<file path="config.mk">
export PLATFORM = sky130hd
export DESIGN_NAME = command_executor
export DESIGN_NICKNAME = d
export VERILOG_FILES = /design/src/rtl/command_executor_pkg.sv /design/src/rtl/command_state_bank.sv /design/src/rtl/command_executor.sv
export SDC_FILE = /design/constraint.sdc
export NUM_CORES = 1
export LEC_CHECK = 0
export CELL_PAD_IN_SITES_DETAIL_PLACEMENT = 0
export CELL_PAD_IN_SITES_GLOBAL_PLACEMENT = 2
export CORE_MARGIN = 8
export CORE_UTILIZATION = 34
export DETAILED_ROUTE_END_ITERATION = 6
export GPL_TIMING_DRIVEN = 1
export PLACE_DENSITY = 0.91
export SLEW_MARGIN = 20
export SYNTH_ARGS = -nofsm -noshare
export SYNTH_HDL_FRONTEND = slang
export SYNTH_SLANG_ARGS = --single-unit
</file>
<file path="constraint.sdc">
create_clock -name aClock -period 3 [get_ports aClock]
set_clock_uncertainty 0.05 [all_clocks]
set_input_delay 0.75 -clock aClock [delete_from_list [all_inputs] [get_ports aClock]]
set_output_delay 0.75 -clock aClock [all_outputs]
set_load 0.02 [all_outputs]
</file>
<file path="src/rtl/command_executor_pkg.sv">
// Shared opcode and state definitions for the command executor and its state bank.
package command_executor_pkg;

    typedef enum logic [15:0] {
        NOP                 = 16'd0,
        END                 = 16'd1,
        SET_CLEAR_COLOR_LO  = 16'd2,
        SET_CLEAR_COLOR_HI  = 16'd3,
        SET_VIEWPORT_WIDTH  = 16'd4,
        SET_VIEWPORT_HEIGHT = 16'd5,
        SET_VERTEX_BASE_LO  = 16'd6,
        SET_VERTEX_BASE_HI  = 16'd7,
        CLEAR               = 16'd8,
        DRAW                = 16'd9
    } CommandOperands;

    typedef enum logic [2:0] {
        FETCH,
        ACK,
        EXECUTE,
        WAIT_CLEAR,
        WAIT_DRAW
    } exec_state_t;

    localparam int unsigned HALF_WIDTH = 16;

    // Opcodes are dense from NOP up to DRAW; anything above is illegal.
    function automatic logic is_legal_op(input logic [15:0] op);
        return op <= DRAW;
    endfunction

endpackage

</file>
<file path="src/rtl/command_state_bank.sv">
// Render-state registers, written one field at a time by opcode when wr_en is high.
module command_state_bank
    import command_executor_pkg::*;
#(
    parameter int unsigned CMD_DATA_WIDTH    = 16,
    parameter int unsigned VERTEX_ADDR_WIDTH = 32
) (
    input  logic                         clk,
    input  logic                         rst_n,
    input  logic                         wr_en,
    input  logic [15:0]                  opcode,
    input  logic [CMD_DATA_WIDTH-1:0]    data,
    output logic [31:0]                  clear_color,
    output logic [15:0]                  viewport_width,
    output logic [15:0]                  viewport_height,
    output logic [VERTEX_ADDR_WIDTH-1:0] vertex_base,
    output logic [15:0]                  draw_count
);

    logic [31:0]                  clear_color_q, clear_color_d;
    logic [15:0]                  viewport_width_q, viewport_width_d;
    logic [15:0]                  viewport_height_q, viewport_height_d;
    logic [VERTEX_ADDR_WIDTH-1:0] vertex_base_q, vertex_base_d;
    logic [15:0]                  draw_count_q, draw_count_d;

    always_comb begin
        clear_color_d     = clear_color_q;
        viewport_width_d  = viewport_width_q;
        viewport_height_d = viewport_height_q;
        vertex_base_d     = vertex_base_q;
        draw_count_d      = draw_count_q;
        if (wr_en) begin
            case (opcode)
                SET_CLEAR_COLOR_LO:  clear_color_d[15:0]  = data[HALF_WIDTH-1:0];
                SET_CLEAR_COLOR_HI:  clear_color_d[31:16] = data[HALF_WIDTH-1:0];
                SET_VIEWPORT_WIDTH:  viewport_width_d     = data[HALF_WIDTH-1:0];
                SET_VIEWPORT_HEIGHT: viewport_height_d    = data[HALF_WIDTH-1:0];
                SET_VERTEX_BASE_LO:  vertex_base_d[HALF_WIDTH-1:0] = data[HALF_WIDTH-1:0];
                SET_VERTEX_BASE_HI:  vertex_base_d[VERTEX_ADDR_WIDTH-1:HALF_WIDTH] =
                                         data[VERTEX_ADDR_WIDTH-HALF_WIDTH-1:0];
                DRAW:                draw_count_d         = data[HALF_WIDTH-1:0];
                default: ;
            endcase
        end
    end

    always_ff @(posedge clk or negedge rst_n) begin
        if (!rst_n) begin
            clear_color_q     <= '0;
            viewport_width_q  <= '0;
            viewport_height_q <= '0;
            vertex_base_q     <= '0;
            draw_count_q      <= '0;
        end else begin
            clear_color_q     <= clear_color_d;
            viewport_width_q  <= viewport_width_d;
            viewport_height_q <= viewport_height_d;
            vertex_base_q     <= vertex_base_d;
            draw_count_q      <= draw_count_d;
        end
    end

    assign clear_color     = clear_color_q;
    assign viewport_width  = viewport_width_q;
    assign viewport_height = viewport_height_q;
    assign vertex_base     = vertex_base_q;
    assign draw_count      = draw_count_q;

endmodule

</file>
<file path="src/rtl/command_executor.sv">
// Pulls decoded commands from the command processor, updates render state and
// hands CLEAR/DRAW requests to the back end over valid/ready.
//
// state      | meaning
// FETCH      | idle, latch command when aCommandReady
// ACK        | request pulse to processor so it advances
// EXECUTE    | apply latched opcode for one cycle
// WAIT_CLEAR | clear valid held until aClearReady
// WAIT_DRAW  | draw valid held until aDrawReady
module command_executor
    import command_executor_pkg::*;
#(
    parameter int unsigned CMD_DATA_WIDTH    = 16,
    parameter int unsigned VERTEX_ADDR_WIDTH = 32,
    parameter int unsigned COUNT_WIDTH       = 16
) (
    input  logic                         aClock,
    input  logic                         aReset,
    input  logic                         aCommandReady,
    input  logic [15:0]                  aCommand,
    input  logic [CMD_DATA_WIDTH-1:0]    aCommandData,
    output logic                         anOutCommandRequested,
    output logic [31:0]                  anOutClearColor,
    output logic [15:0]                  anOutViewportWidth,
    output logic [15:0]                  anOutViewportHeight,
    output logic [VERTEX_ADDR_WIDTH-1:0] anOutVertexBase,
    output logic [15:0]                  anOutDrawCount,
    output logic                         anOutDrawValid,
    input  logic                         aDrawReady,
    output logic                         anOutClearValid,
    input  logic                         aClearReady,
    output logic                         anOutDone,
    output logic                         anOutError,
    output logic                         anOutBusy,
    output logic [COUNT_WIDTH-1:0]       anOutCommandCount
);

    exec_state_t               state_q, state_d;
    logic [15:0]               cmd_q, cmd_d;
    logic [CMD_DATA_WIDTH-1:0] data_q, data_d;
    logic                      error_q, error_d;
    logic [COUNT_WIDTH-1:0]    count_q, count_d;
    logic                      bank_wr;

    always_comb begin
        state_d = state_q;
        cmd_d   = cmd_q;
        data_d  = data_q;
        error_d = error_q;
        count_d = count_q;
        bank_wr = 1'b0;
        case (state_q)
            FETCH: begin
                if (aCommandReady) begin
                    cmd_d   = aCommand;
                    data_d  = aCommandData;
                    state_d = ACK;
                end
            end
            ACK: state_d = EXECUTE;
            EXECUTE: begin
                bank_wr = 1'b1;
                if (!is_legal_op(cmd_q)) begin
                    error_d = 1'b1;
                end
                // CLEAR/DRAW are only counted once the back end takes them.
                if (cmd_q == CLEAR) begin
                    state_d = WAIT_CLEAR;
                end else if (cmd_q == DRAW) begin
                    state_d = WAIT_DRAW;
                end else begin
                    state_d = FETCH;
                    count_d = count_q + COUNT_WIDTH'(1);
                end
            end
            WAIT_CLEAR: begin
                if (aClearReady) begin
                    state_d = FETCH;
                    count_d = count_q + COUNT_WIDTH'(1);
                end
            end
            WAIT_DRAW: begin
                if (aDrawReady) begin
                    state_d = FETCH;
                    count_d = count_q + COUNT_WIDTH'(1);
                end
            end
            default: state_d = FETCH;
        endcase
    end

    always_ff @(posedge aClock or negedge aReset) begin
        if (!aReset) begin
            state_q <= FETCH;
            cmd_q   <= '0;
            data_q  <= '0;
            error_q <= 1'b0;
            count_q <= '0;
        end else begin
            state_q <= state_d;
            cmd_q   <= cmd_d;
            data_q  <= data_d;
            error_q <= error_d;
            count_q <= count_d;
        end
    end

    command_state_bank #(
        .CMD_DATA_WIDTH   (CMD_DATA_WIDTH),
        .VERTEX_ADDR_WIDTH(VERTEX_ADDR_WIDTH)
    ) u_state_bank (
        .clk            (aClock),
        .rst_n          (aReset),
        .wr_en          (bank_wr),
        .opcode         (cmd_q),
        .data           (data_q),
        .clear_color    (anOutClearColor),
        .viewport_width (anOutViewportWidth),
        .viewport_height(anOutViewportHeight),
        .vertex_base    (anOutVertexBase),
        .draw_count     (anOutDrawCount)
    );

    // Valids are decoded from state so reset drops them without a clock edge.
    assign anOutCommandRequested = (state_q == ACK);
    assign anOutClearValid       = (state_q == WAIT_CLEAR);
    assign anOutDrawValid        = (state_q == WAIT_DRAW);
    assign anOutDone             = (state_q == EXECUTE) && (cmd_q == END);
    assign anOutBusy             = (state_q != FETCH);
    assign anOutError            = error_q;
    assign anOutCommandCount     = count_q;

endmodule

</file>
# == After elaboration in Yosys (flattened, before gate mapping) ==
# Index checks and enable logic that the tools add are counted.
# word_totals
register_bits,164
word_cells,60
out_inout_bits,134
inputBits,37
# op_classes
n_reduce_logical,15
magnitude_cmp,1
n_bitwise,1
muxes,12
eq_ne,18
addsub,1
# op_table
operator,n
$eq 16x3->1 const B,4
$mux 16,4
$pmux 16 s3,1
$eq 16x2->1 const B,2
$eq 16x4->1 const B,2
$reduce_and 2->1,9
$add 16x1->16 const B,1
$eq 16x1->1 const B,1
$le 16x4->1 const B,1
$mux 3,5
$pmux 3 s5,1
$eq 3x2->1 const B,2
$ne 2x2->1 const B,3
$reduce_bool 3->1,2
$reduce_and 5->1,1
$ne 2x1->1 const B,2
$eq 3x1->1 const B,1
$eq 3x3->1 const B,1
$logic_not 3->1,1
$reduce_and 3->1,1
$logic_and 1x1->1,1
$mux 1,1
$not 1->1,1

# == Logic depth before layout (Yosys ltp) ==
# Gate-level depths: netlist of the first run.
# logic_depth
ltp_word,4
mapped_depth,8
mapped_depth_nobuf,5

# == Modules after synthesis ==
# From an unflattened synthesis of the first run, not the netlist that was laid out.
# hier_totals
hier_cells,423
area_unflattened_um2,6900.4
# modules_own_cells
mod,cells_per_inst,area_each_um2,seq_area_each_um2,instances
command_state_bank,248,4481.8,2802.7,1
command_executor,175,2418.6,1301.2,1

# == Worst setup path after synthesis of the first run ==
# OpenSTA, ideal clock, no wires.
# synth_path
path_type,register -> output
startpoint,register cmd_q[6]
endpoint,output port anOutDone
n_path_buf,1
t_required_ns,2.200
arrival_time_ns,1.377
setup_slack_ns,0.823
stages_incl_launch_ff,6
cell_sequence,dfrtp_1 > nor4_1 > and3_2 > and3b_1 > buf_6 > and3_2
# synth_via
elab_chain_len,2
# synth_lines
element,line_no,rtl
"start, declared",command_executor.sv:39,"logic [15:0] cmd_q, cmd_d;"
"start signal, assigned",command_executor.sv:101,cmd_q <= cmd_d;
$eq 16x1->1,command_executor.sv:128,assign anOutDone = (state_q == EXECUTE) && (cmd_q == END);
$logic_and 1x1->1,command_executor.sv:128,
"end, declared",command_executor.sv:32,"output logic anOutDone,"
# No other way between the ends.

# == Worst setup path after layout of the first run ==
# layout_path
startpoint,register cmd_q[5]
endpoint,output port anOutDone
# Same word-level chain as after synthesis.

==> out/results.tsv, run 1 <==
metric	value	unit
die height	156.6	µm
ys async rst share	100.0	%
min Tclk post-route	2749	ps
Synth warnings	0	
endpoints failing hold	0	
antenna violations before repair	0	
Sw Pwr	1.623	mW
Setup crit start kind	flop	
ant diodes	0	
drt first-iter violations	92	
Post-Synth Simple-Gate Area	6.216	%
Crit. End Element	output port	
first-pass detailed-route iteration total	4	
Compound-Gate Fraction of Synth Area	0.8747	%
total gr overflow	0	
nets	629	
Post-synth EDFFs	0	
Post-Synth Adder-Cell Area	0.1861	%
Synth Register Bits	164	
first-pass GRT wire length	26.68	mm
clock power share	37.1	%
I/O pin count	171	
Hold Crit Class	in2async	
synth unique cells	40	
via/cell ratio	4.603	
CTS hold repair buffers	0	
Slew headroom	62.06	%
vias in the first global route	4396	
Power Internal	4.226	mW
Seq pwr share	49.1	%
Seq/Total Area, Yosys	61.05	%
Die Area	24530	µm²
post-synthesis mux area share	27.08	%
worst slew pin tran	569.0	ps
RSZ-0062 raised after global routing	false	
outcome	completed	
CTS sink count	164	
XOR/XNOR Fraction of Synth Area	1.954	%
Critical Path RT	2200	ps
max cap viols	0	
net count after synthesis	451	
share of the clock period used by the worst path	91.64	%
Area Growth Syn to Fin	38.10	%
# setup viols final	0	
Core Util, Final	47.70	%
Lkg Pwr	4.311	nW
Largest stage delay, worst path	380	ps
most common flop cell mapped by yosys	dfrtp_1	
Clk Latency, worst-skew pair	410	ps
clk slew on worst S/H paths	60	ps
Critical R2R Launch	cmd_q[5]	
clk root buf	clkbuf_16	
row cnt	51	
Worst EP arrival	1950	ps
detailed placement HPWL	12.02	mm
mapped cell area	6723	µm²
share of total power in combinational logic	13.7	%
die width	156.6	µm
Mean Syn Cell Area	16.28	µm²
Max IR drop VDD	0.4532	mV
pwr dens	630.1	nW/µm²
vias	4000	
Starting Density	34.54	%
Clock Tree Buf Depth	2	
detailed-route wire length	16.87	mm
cell breakdown of the critical path	nor4_1, and3_2, and3b_1, and3_2, clkbuf_2	
GP Congestion	0.7541	
DRT antenna net count	0	
main combinational cell family by area after synthesis	multiplexers	
number of slew-limit violations in the final report	0	
f_max	0.3637	GHz
CTS tree	yes	
Total GRT Usage	14.25	%
Setup CP Type	reg2out	
total CTS buffers	17	
share of cells above drive strength 1	29.97	%
DR WL/cell	19.42	µm
switch share	27.75	%
core area	19460	µm²
critical path peak fanout	6	
I/O Buffers	170	
most used cell, CP	and3_2	
DRC Markers	0	
Max H-tree Level	4	
setup TNS	0	ps
crit path from	cmd_q[5]	
largest net degree at the start of global routing	60	
slowest CP cell	dfrtp_1	
post-synthesis cell count	413	
## layout make-up
class	instances	area (µm²)
Clock inverter	10	122.6
Multi-Input combinational cell	226	2446
Inverter	2	7.507
Fill cell	1665	10180
Tap cell	265	331.6
Timing Repair Buffer	180	1798
Clock buffer	22	474.2
Sequential cell	164	4104
## cells in the final DEF (no fill, tap or decap), drive strengths merged, types with 3 or more instances in the layout
master | Yosys | layout
and3 | 10 | 10
buf | 17 | 11
clkbuf | 4 | 23
clkdlybuf4s50 | 0 | 168
clkinv | 0 | 4
clkinvlp | 0 | 3
dfrtp | 164 | 164
inv | 2 | 3
mux2 | 145 | 145
nand2 | 7 | 7
nand2b | 3 | 3
nand3 | 6 | 6
nand4 | 8 | 8
nor2 | 4 | 4
nor3 | 3 | 3
nor3b | 3 | 3
nor4 | 3 | 3
xnor2 | 14 | 14
## cell families after synthesis
| family | after synthesis |
|---|---|
| flops | 164 |
| mux | 145 |
| simple gates | 57 |
| buf+inv | 23 |
| xor+xnor | 15 |
| compound gates | 8 |
| fa+ha+maj | 1 |
## power groups by stage
stage / Clock (mW) / Sequential, mW / Combinational (mW)
floorplan: 0 / 2.79 / 0.517
global placement: 0 / 2.88 / 0.793
detailed placement: 0 / 2.92 / 0.816
CTS: 2.24 / 2.88 / 0.823
global route: 2.35 / 2.93 / 0.876
finish: 2.17 / 2.87 / 0.803
## metal layers
layer | GRT usage [%] | part of all wire [%]
met4 | 4.211 | 1.3
met2 | 23.72 | 49
met5 | 0 | 0
met3 | 4.137 | 5.8
met1 | 17.61 | 44
## synthesized netlist by cell type (3+ instances only)
cell / instances / area share (%)
nand2b_1: 3 / 0.28
buf_6: 6 / 1.0
dfrtp_1: 164 / 61
nor3_1: 3 / 0.22
xnor2_1: 14 / 1.8
nand2_1: 7 / 0.39
nand3_1: 5 / 0.37
mux2_4: 50 / 11
nand4_1: 7 / 0.65
nor4_1: 3 / 0.28
and3_1: 7 / 0.65
buf_2: 8 / 0.60
and3_2: 3 / 0.33
clkbuf_1: 4 / 0.22
mux2_1: 17 / 2.8
mux2_2: 78 / 13
nor2_1: 4 / 0.22
## per-stage QoR
step / instance area, µm² / cells / power (mW) / worst slack [ps] / hold slack, ps
floorplan: 6723 / 413 / 3.302 / 822.8 / 404.4
global placement: 8692 / 837 / 3.677 / 254.9 / 419.2
detailed placement: 8692 / 837 / 3.739 / 222.5 / 419.7
CTS: 9288 / 869 / 5.948 / 23.88 / 235.5
global route: 9284 / 869 / 6.155 / 93.06 / 256.8
finish: 9284 / 869 / 5.849 / 250.8 / 230.1
## state kept, by name, summed over array words and instances (netlist names)
register,count
u_state_bank.vertex_base,32
u_state_bank.draw_count,16
u_state_bank.clear_color,32
u_state_bank.viewport_height,16
cmd_q,16
state_q,3
anOutError,1
data_q,16
u_state_bank.viewport_width,16
anOutCommandCount,16
## critical path, delay by kind of cell, from the launching register on
family / cells / cell delay [ps]
and+or+nand+nor: 4 / 980
DFF: 1 / 380
buffers and inverters: 1 / 170
## worst paths after layout
check,endpoint,slack [ps],depth (start not counted)
setup / recovery,anOutDone,250,5
hold / removal,u_state_bank.vertex_base[6],230,1
setup reg to reg,u_state_bank.viewport_height[12],510,6
hold reg to reg,anOutCommandCount[15],430,1
max in group asynchronous,u_state_bank.vertex_base[21],1890,2
min in group aClock,anOutCommandCount[15],430,1
## repair_timing
| action | in CTS | in global routing |
|---|---|---|
| buffers inserted | 0 | 0 |
| setup endpoints to repair | 1 | 1 |
| gates resized for setup | 1 | 2 |
| pin swaps | 0 | 1 |
Power figures use the tool's default switching activity.
==> run 2, diff against run 1 <==
CAP_MARGIN = 20   (was not set)
==> results of run 2 <==
Same layout as run 1: the final DEF is identical, and so are final timing and power.
==> RTL change 1, RTL diff (settings of run 1) <==
The parameter `COUNT_WIDTH` goes from 16 to 12.
--- a/src/rtl/command_executor.sv
+++ b/src/rtl/command_executor.sv
@@ -14,3 +14,3 @@
     parameter int unsigned VERTEX_ADDR_WIDTH = 32,
-    parameter int unsigned COUNT_WIDTH       = 16
+    parameter int unsigned COUNT_WIDTH       = 12
 ) (
Interface: changed (resized anOutCommandCount); port bits go from 171 to 167. The function was not compared with the original's and may differ.
==> RTL change 1 against run 1 <==
- via count fell by 0.60%
- count of clock-buffer cells in the layout fell by 4
- power fell by 1.7%
- setup slack got worse by 69 ps
- area after synthesis fell by 4.9%
- global-route usage rose by 0.40 points
- combinational power barely moved
- worst hold slack improved by 23 ps
- cell area fell by 3.6%
- sequential cell count fell by 4
- routed wire length fell by 1.3%
- highest routed layer unchanged
==> RTL change 1: results (changes against run 1) <==
- Status: completed
- VDD IR-drop max: 0.0004785 V (+5.6%)
- R2R Path End: u_state_bank.draw_count[6]
- Worst reg2reg startpoint: cmd_q[6]
- TritonCTS buffer count: 17 (unchanged)
- Setup bufs post-CTS: 0 (unchanged)
- GRT Util Overall: 14.65% (+0.40 points)
- Mapped Nets: 438 (-2.9%)
- Layout cells sized above 1: 34.67% (+4.7 points)
- Clock slew at reported path FFs: 70 ps
- Library cells used by synthesis: 40 (unchanged)
- # nets final: 622 (-1.1%)
- CTS H-tree depth: 4 (unchanged)
- Via count: 3976 (-0.60%)
- Sw frac: 29.89% (+2.1 points)
- Synth area leaders: dfrtp_1, mux2_2, mux2_4, nor4_4, xor2_1
- Leakage: 4.118 nW (-4.5%)
- Vias in the first global route: 4542 (+3.3%)
- Vias per cell: 4.785 (+3.9%)
- Filler instances: 1613 (-3.1%)
- Reg2Reg Setup Slack: 620 ps (+110 ps)
- IO buf count: 166 (-2.4%)
- Sequential area share after synthesis: 62.62% (+1.6 points)
- Drt drc: 0 (unchanged)
- Global-route wire length before repair: 26740 um (+0.23%)
- Worst slew margin: 61.66% (-0.40 points)
- Synth Instances: 400 (-3.1%)
- Crit path from: cmd_q[12]
- Most frequent cells after synthesis: dfrtp_1, mux2_2, mux2_4
- Post-DP HPWL: 11840 um (-1.5%)
- WL per Instance: 20.04 um (+3.2%)
- Routability congestion estimate from global placement: 0.7657 (+1.5%)
- Antenna Cells: 0 (unchanged)
- Hold Crit Class: input pin to asynchronous set/reset pin
- DR iter-0 viols: 104 (+13%)
- Worst Path Max Fanout: 3 (-3)
- Placed Cells incl. Taps: 799 (-4.5%)
- R2r worst-path depth: 5 (-1)
RTL change 1: worst max path at each step:
stage                end  slack (ps)  cells after the start
2_1_floorplan  anOutDone         610                      6
3_3_place_gp   anOutDone         310                      6
3_5_place_dp   anOutDone         320                      6
4_1_cts        anOutDone         140                      6
5_1_grt        anOutDone          70                      6
6_report       anOutDone         180                      6
RTL change 1: what timing repair did:
action,4_1_cts,5_1_grt
setup endpoints to repair,1,0
hold buffers,0,0
gates resized for setup,1,0
hold endpoints to repair,0,0
RTL change 1: cell type report:
| cell class | count | area, um2 | area share, % |
|---|---|---|---|
| well taps | 234 | 292.8 | 3.271 |
| clock inverters | 14 | 131.4 | 1.468 |
| inverters | 5 | 18.77 | 0.2097 |
| flip-flops and latches | 160 | 4004 | 44.73 |
| multi-input cells | 220 | 2283 | 25.51 |
| clock buffers | 18 | 429.2 | 4.795 |
| repair buffers | 180 | 1792 | 20.02 |
RTL change 1: metrics by stage:
step	area, um2	utilization, %	hold WS (ps)	total power [mW]	setup slack [ps]
after floorplan	6394	-	404.4	3.277	608.4
after global placement	8392	45.17	412.1	3.682	313.4
after detailed placement	8392	45.17	411.0	3.752	315.7
after CTS	8951	48.18	262.2	5.840	144.3
after global routing	8951	48.18	285.8	6.029	72.10
final	8951	48.18	253.4	5.749	181.4
RTL change 1: worst max-delay path, cell delays in order (launching register included):
cell and delay, ps:
dfrtp_1 410, nor4_4 340, nand3_1 110, nor2_1 100, nand2_1 60, nor4_1 200, dlygate4sd2_1 370
RTL change 1: logic make-up (layout without fill, tap and decap cells):
group,Yosys count,after routing,synth area share (%)
flops,160,160,62.62
mux,145,145,26.65
simple gates,57,57,6.536
buf+inv,20,217,1.879
xor+xnor,11,11,1.507
compound gates,6,6,0.6067
fa+ha+maj,1,1,0.1957
RTL change 1: power groups by stage:
stage	clock, mW	combinational (mW)	sequential [mW]
floorplan	0	0.491	2.79
global placement	0	0.788	2.89
detailed placement	0	0.814	2.94
CTS	2.12	0.819	2.90
global route	2.21	0.873	2.95
finish	2.06	0.804	2.89
RTL change 1: layer usage:
| metal | up-vias | global-route usage (%) | part of all wire (%) |
|---|---|---|---|
| li1 | 1790 | - | - |
| met1 | 2059 | 16.82 | 42 |
| met2 | 113 | 24.20 | 49 |
| met3 | 14 | 6.513 | 8.2 |
| met4 | 0 | 4.430 | 1.1 |
| met5 | - | 0 | 0 |
==> RTL change 2, RTL diff (settings of run 1) <==
Without the edit above. Re-encode `exec_state_t` (5 states) as one-hot, 5 bits wide.
--- a/src/rtl/command_executor_pkg.sv
+++ b/src/rtl/command_executor_pkg.sv
@@ -16,8 +16,8 @@
 
-    typedef enum logic [2:0] {
-        FETCH,
-        ACK,
-        EXECUTE,
-        WAIT_CLEAR,
-        WAIT_DRAW
+    typedef enum logic [4:0] {
+        FETCH      = 5'b00001,
+        ACK        = 5'b00010,
+        EXECUTE    = 5'b00100,
+        WAIT_CLEAR = 5'b01000,
+        WAIT_DRAW  = 5'b10000
     } exec_state_t;
Check against the original RTL: same outputs for any inputs over 4 cycles, from zero or initial values and one cycle with aReset low; so few cycles prove little.
==> RTL change 2 against run 1 <==
- sequential cell count rose by 2
- largest cell class unchanged
- routed wire length increased by 7.4%
- setup slack got worse by 62 ps
- cell area is 0.67% higher
- power fell by 0.41%
- fmax is 2.2% lower
- critical path depth is 2 lower
- area after synthesis up 0.20%
- critical path type unchanged
==> RTL change 2: results (changes against run 1) <==
- Status: completed
- Global-route wire length before repair: 28740 um (+7.7%)
- R2R Path End: u_state_bank.draw_count[6]
- Leakage: 4.439 nW (+3.0%)
- DR iter-0 viols: 177 (+92%)
- Worst Path Arrival: 2010 ps (+60 ps)
- GRT Util Overall: 15.17% (+0.92 points)
- Hold Crit Class: input pin to asynchronous set/reset pin
- Filler instances: 1731 (+4.0%)
- Actual slew at the worst max-slew pin: 669.1 ps (+100.1 ps)
- # nets final: 721 (+15%)
- Worst Path Max Fanout: 9 (+3)
- Vias in the first global route: 4997 (+14%)
- Vias per cell: 4.707 (+2.3%)
- WL per Instance: 18.87 um (-2.8%)
- Antenna violations before repair: 0 (unchanged)
- Worst reg2reg startpoint: state_q[4]
- Mapped Nets: 536 (+19%)
- Antenna Cells: 0 (unchanged)
- VDD IR-drop max: 0.0003692 V (-19%)
- Sequential area share after synthesis: 61.68% (+0.64 points)
- Routability congestion estimate from global placement: 0.8042 (+6.6%)
- Hold WS: 301.0 ps (+70.87 ps)
- Post-CTS sizing: 2 (+1)
- Largest net degree at the start of global routing: 71 (+18%)
- Synth area leaders: dfrtp_1, mux2_2, nand2_1, mux2_1, mux2_4
- Reg2Reg Setup Slack: 570 ps (+60 ps)
- Most frequent cells after synthesis: dfrtp_1, nand2_1, mux2_2
- Library cells used by synthesis: 47 (+18%)
- Post-DP HPWL: 12860 um (+6.9%)
## RTL change 2: cell types whose count changed after synthesis, sizes merged, moves of 6 or more
cell   before  now
mux2      145  113
xor2        1    7
nand2       7  105
xnor2      14    8
nor2        4   11
nor3        3   10
buf        17   10
## RTL change 2: layout make-up
type | instances | area share (%)
inverters | 5 | 0.2008
clock buffers | 20 | 4.993
well taps | 265 | 3.548
repair buffers | 184 | 19.71
flip-flops and latches | 166 | 44.46
multi-input cells | 309 | 26.14
clock inverters | 11 | 0.9505
## RTL change 2: stage by stage
step           instance area [um2]  utilization, %  setup slack [ps]  cells
2_1_floorplan                 6736               -             637.1    498
3_3_place_gp                  8795           45.19             235.9    929
3_5_place_dp                  8795           45.19             198.0    929
4_1_cts                       9348           48.03             39.91    960
5_1_grt                       9346           48.02             100.9    960
6_report                      9346           48.02             188.3    960
## RTL change 2: critical path: stages (launching register included)
cell and delay, ps:
dfrtp_1 490, nor2_1 250, and3_1 230, clkdlybuf4s50_1 620
## RTL change 2: cell families after synthesis
logic type / Yosys count / share of synthesized area, %
buffers and inverters: 23 / 2.043
AND/OR/NAND/NOR: 168 / 13.52
XOR/XNOR: 15 / 1.950
flip-flops: 166 / 61.68
multiplexers: 113 / 19.45
AO/OA/AOI/OAI: 12 / 1.170
adder cells (fa/ha/maj): 1 / 0.1857
## RTL change 2: how the worst max path moves through the flow
stage,to,slack (ps)
after detailed placement,anOutDone,200
after floorplan,anOutClearValid,640
after CTS,anOutDrawValid,40
after global routing,anOutDone,100
after global placement,anOutDone,240
final,anOutCommandRequested,190
## RTL change 2: routing by layer
metal	share of wire, %	global-route usage (%)	up-vias
li1	-	-	2076
met4	1.4	4.027	0
met5	0	0	-
met1	43	18.29	2286
met3	9.9	6.371	14
met2	46	24.52	143
## RTL change 2: report_power, final
| group | switching [mW] | total [mW] | internal [mW] |
|---|---|---|---|
| clock network | 0.915 | 2.05 | 1.14 |
| registers | 0.408 | 2.90 | 2.49 |
| logic | 0.494 | 0.873 | 0.380 |
